### src/rtl/regfile.sv
// Four-entry register file: two combinational read ports, one synchronous write port, debug taps.
// Optional macro REGFILE_BYPASS_EN forwards same-cycle write data to the read ports.
module regfile #(
  parameter int DATA_WIDTH = 8
) (
  input  logic                  clk,
  input  logic                  rst_n,
  input  logic [1:0]            r_read1,
  input  logic [1:0]            r_read2,
  input  logic [1:0]            r_write,
  input  logic [DATA_WIDTH-1:0] r_write_data,
  input  logic                  write,
  output logic [DATA_WIDTH-1:0] r_read1_data,
  output logic [DATA_WIDTH-1:0] r_read2_data,
  output logic [DATA_WIDTH-1:0] reg0data,
  output logic [DATA_WIDTH-1:0] reg1data,
  output logic [DATA_WIDTH-1:0] reg2data,
  output logic [DATA_WIDTH-1:0] reg3data
);

  logic [DATA_WIDTH-1:0] r_regs [4];

  always_ff @(posedge clk or negedge rst_n) begin
    if (!rst_n) begin
      for (int i = 0; i < 4; i++) r_regs[i] <= '0;
    end else if (write) begin
      r_regs[r_write] <= r_write_data;
    end
  end

  logic [DATA_WIDTH-1:0] w_rd1;
  logic [DATA_WIDTH-1:0] w_rd2;

  assign w_rd1 = r_regs[r_read1];
  assign w_rd2 = r_regs[r_read2];

`ifdef REGFILE_BYPASS_EN
  logic w_fwd1;
  logic w_fwd2;

  // Forwarding is held off during reset so every output reads zero there.
  assign w_fwd1 = rst_n && write && (r_read1 == r_write);
  assign w_fwd2 = rst_n && write && (r_read2 == r_write);

  assign r_read1_data = w_fwd1 ? r_write_data : w_rd1;
  assign r_read2_data = w_fwd2 ? r_write_data : w_rd2;
`else
  assign r_read1_data = w_rd1;
  assign r_read2_data = w_rd2;
`endif

  assign reg0data = r_regs[0];
  assign reg1data = r_regs[1];
  assign reg2data = r_regs[2];
  assign reg3data = r_regs[3];

endmodule

### config.mk
export PLATFORM = sky130hd
export DESIGN_NAME = regfile
export DESIGN_NICKNAME = d
export VERILOG_FILES = /design/src/rtl/regfile.sv
export SDC_FILE = /design/constraint.sdc
export NUM_CORES = 1
export LEC_CHECK = 0
export BUFFER_PORTS_ARGS = -buffer_cell sky130_fd_sc_hd__buf_2
export CAP_MARGIN = 25
export CORE_MARGIN = 2
export CORE_UTILIZATION = 43
export CTS_CLUSTER_DIAMETER = 60
export DETAILED_ROUTE_END_ITERATION = 6
export PLACE_DENSITY = 0.75
export SKIP_LAST_GASP = 1
export SLEW_MARGIN = 30
export SYNTH_ARGS = -nofsm -noshare
export SYNTH_HDL_FRONTEND = slang
export SYNTH_SLANG_ARGS = --single-unit
### constraint.sdc
create_clock -name clk -period 0.88 [get_ports clk]
set_input_delay 0.088 -clock clk [delete_from_list [all_inputs] [get_ports clk]]
set_output_delay 0.088 -clock clk [all_outputs]
set_load 0.03 [all_outputs]
Word level (Yosys, flattened, before mapping)
Cells that the tools add are included. Widths: inputs -> output; s select.

Multiplexer cells: 9. Reduce and logical (&&, ||, !) cells: 1. Order comparisons: 4. Bitwise logic cells: 3.

Operators with widths (count): $mux 8 (5); $bmux 8 s2 (2); $bwmux 32 (1); $demux 8 s2 (1); $ge 3x3->1 const B (3); $not 2->3 (3); $lt 3x1->1 const B (1); $logic_and 1x1->1 (1).

Register bits: 32. Input bits: 17. Output and inout port bits: 48. Logic and storage cells: 21.

Longest topological paths before layout
Depth in word-level cells: 6. Mapped depth: 2. Depth with buffers taken out: 2.

Worst setup path after synthesis
Ideal clock, no wire load.

Kind: register -> output. Start: reg r_regs (netlist bit reg3data[0]). End: out r_read1_data[0]. Path slack: -0.303 ns. Required time: 0.792 ns. Stages on the path, launching flop included: 2. Arrival time: 1.095 ns. Buffers on the path: 0. Path through: dfrtp_1 > mux4_2.

Cells in the longest elaborated chain, start to end: 3.

RTL lines: from (decl) (line 21) `logic [DATA_WIDTH-1:0] r_regs [4];`; from (signal, indexed assignment) (line 27) `r_regs[r_write] <= r_write_data;`; $bmux 8 s2 (line 34) `assign w_rd1 = r_regs[r_read1];`; $mux 8 (implied by the code) (2 in series) (line 34); to (decl) (line 13) `output logic [DATA_WIDTH-1:0] r_read1_data,`.

Every way passes these cells. The select of a mux whose other input is x is not followed.

Worst setup path in the final report
Start: reg r_regs (netlist bit reg0data[7]). End: out r_read1_data[7].

Same word-level chain as after synthesis.

==> flow_summary.ini <==
[synthesis]
yosys_warnings = 0
synth.net_count = 105
synth.distinct_cells = 8
synth_commonest_cells = 32 x sky130_fd_sc_hd__dfrtp_1, 32 x sky130_fd_sc_hd__mux2_2, 16 x sky130_fd_sc_hd__mux4_2
synth.yosys.seq_area_share_pct = 50.4
synthCells = 88
mapped_avg_cell_area_um2 = 18.1
synth-edff-count = 0
syn-cell-area_mm2 = 0.00159
synth_top_cell_by_area = sky130_fd_sc_hd__dfrtp_1
synthFlopType = sky130_fd_sc_hd__dfrtp_1
synth.ff_latch_count = 32
async_flop_share_pct = 100
synth_area_leaders = sky130_fd_sc_hd__dfrtp_1 50%, sky130_fd_sc_hd__mux2_2 23%, sky130_fd_sc_hd__mux4_2 23%
post-synth-top-area-fraction_pct = 50.4

[die]
die-height_um = 64.8
starting_density_of_the_core_pct = 44.1
floorplan.die.width_um = 64.8
num_rows = 22
ios = 65
coreArea_mm2 = 0.00361
die_area_mm2 = 0.00420

[critical_path]
critPathMaxFanout = 4
cell_by_cell_listing_of_the_critical_path = mux4_2 -> buf_6
worst-setup-path-type = reg2out
cp_slowest_stage_delay_ns = 0.48
ff2ff_path_depth = 3
critPathArrivalTime_ns = 1.36
critical_path.top_delay_family = multiplexers
worstPathBufferInverterCount = 1
cp.depth = 2
worstSetupEndpointType = output pin
cp.required_ns = 0.79
critPathSlowestCell = sky130_fd_sc_hd__mux4_2
startpoint_type = register

[detailed_routing]
route.vias.total = 1255
drt-vias-per-instance = 5.23
antenna_violating_nets_post_route = 0
post-route-drc-count = 0
wirelength_um = 4580
wirelength_per_cell_um = 19.1
initialDrtViolationCount = 20
drt_pass1_iterations = 4

[timing]
transition_time_of_the_tightest_slew_check_pin_ns = 0.320
fmaxAchievable_mhz = 691
hold_violations = 0
fin_crit_ns = 1.45
relSlewSlack_pct = 78.6
whs_ns = 0.0801
setup_viol = 64
timing.final.crit_share_pct = 164
finalMaxSlewViolations = 0
fin_clk_skew_ns = 0
grt_setup_unrepaired = yes
postLayoutSetupSlackWorst_ns = -0.567
setup_tns_ns = -14.02

[power]
seq_power_share_pct = 31.4
pwr-share-comb_pct = 51.4
netSwitchingPower_mw = 2.41
intPower_mw = 4.32
swShare_pct = 35.8
ir_drop_uv = 1530
total_power_per_unit_cell_area_mw_per_mm2 = 2380
pwr-share-clk_pct = 17.2
leakagePower_nw = 1.28

[placed_design]
numPlacedInstances = 217
dp_worst_setup_slack_ns = -0.269
cell_area_reported_after_detailed_placement_mm2 = 0.00222
place.gp.congestion = 0.807
place.detailed.hpwl_um = 2890
io_buffers = 64

[final_layout]
layout.cells.non_filler = 240
drive_gt1_share_pct = 98.4
nNetsFinal = 208
n_fill_cell = 205
multi_input_area_um2 = 828
fin_area_mm2 = 0.00283
register_area_um2 = 841
antenna_cells_inserted = 0
syn2layout_area_growth_pct = 78.1

[global_route]
grt_pass1_vias = 1334
largest_net_degree_at_the_start_of_global_routing = 33
globalRouteTotalUtil_pct = 22.3
grt_overflow = 0
grt_pass1_wl_um = 6770
antenna_found_initial = 0

[min_path]
hp-class = in2reg
min_path_cells = 2

[clock_network]
numClockSinks = 32
cts.clk_slew.worst_paths_ns = 0.07
tritoncts = built
clk_path_buf_depth = 2
clk_root_buffer_cell = sky130_fd_sc_hd__clkbuf_8
numCtsBuffers = 5
clock_latency_of_the_later_clocked_register_in_the_worst_skew_pair_ns = 0.28
number_of_h_tree_branching_levels = 2

[run_status]
run_status = complete, but fails checks
failed_checks = negative setup slack

[flow_run]
reported_max_cap_violation_count = 0
-- metal layers --
layer | share of wire, % | vias to the layer above | track usage (%)
li1 | - | 557 | -
met1 | 40 | 643 | 26.5
met2 | 53 | 47 | 38.7
met3 | 5.3 | 8 | 5.90
met4 | 1.2 | 0 | 8.24
met5 | 0 | - | 0
-- layout by cell type, fill, tap and decap left out --
cell	n
sky130_fd_sc_hd__nand3_2	1
sky130_fd_sc_hd__clkbuf_1	2
sky130_fd_sc_hd__mux4_2	16
sky130_fd_sc_hd__dlygate4sd3_1	1
sky130_fd_sc_hd__clkbuf_8	6
sky130_fd_sc_hd__nand3b_2	2
sky130_fd_sc_hd__buf_6	70
sky130_fd_sc_hd__nor3b_4	1
sky130_fd_sc_hd__buf_2	16
sky130_fd_sc_hd__dfrtp_2	32
sky130_fd_sc_hd__buf_4	10
sky130_fd_sc_hd__mux2_4	15
sky130_fd_sc_hd__buf_12	3
sky130_fd_sc_hd__mux2_2	17
-- kinds of logic after synthesis --
| group | synth area share [%] |
|---|---|
| buf+inv | 1.10 |
| flops | 50.4 |
| mux | 45.3 |
| simple gates | 3.23 |
-- final cells by class --
| cell class | instances | share of cell area [%] |
|---|---|---|
| timing repair buffer | 100 | 35.8 |
| sequential | 32 | 29.7 |
| clock buffer | 8 | 3.18 |
| multi-input combinational | 52 | 29.2 |
| tap | 48 | 2.12 |
-- stage by stage --
step | total power [mW] | utilization, %
finish | 6.73 | 78.6
global route | 7.00 | 78.6
CTS | 6.45 | 74.1
detailed placement | 4.53 | 61.5
global placement | 4.46 | 61.5
floorplan | 3.66 | -
-- worst paths after layout --
| path | to | start | slack, ns |
|---|---|---|---|
| setup reg to reg | reg0data[7] | reg0data[7] | -0.15 |
| min in group asynchronous | reg3data[3] | rst_n | 0.30 |
| max in group asynchronous | reg2data[5] | rst_n | 0.39 |
| hold reg to reg | reg3data[7] | reg3data[7] | 0.55 |
| setup / recovery | r_read1_data[7] | reg0data[7] | -0.57 |
| hold / removal | reg0data[6] | r_write_data[6] | 0.08 |
-- repair_timing --
action / in CTS / in global routing
endpoints found under the setup margin: 61 / 63
hold endpoints to repair: 32 / 0
hold buffers: 1 / 0
resized for setup: 100 / 30
setup buffers: 6 / 14
-- state kept, by name, indices dropped and copies added (netlist names) --
signal,flops
reg0data,8
reg2data,8
reg1data,8
reg3data,8
-- power by group through the flow --
stage          clock network [mW]  logic, mW  registers, mW
6_report                     1.16       3.46           2.11
5_1_grt                      1.24       3.61           2.15
4_1_cts                      1.20       3.17           2.08
2_1_floorplan                   0       1.04           2.62
3_3_place_gp                    0       2.42           2.04
3_5_place_dp                    0       2.45           2.08
-- worst register-to-register path, delay by kind of cell, from the launching register on --
family / cells / cell delay [ns]
buf+inv: 2 / 0.23
flops: 1 / 0.44
mux: 1 / 0.25
Power figures use the tool's default switching activity.
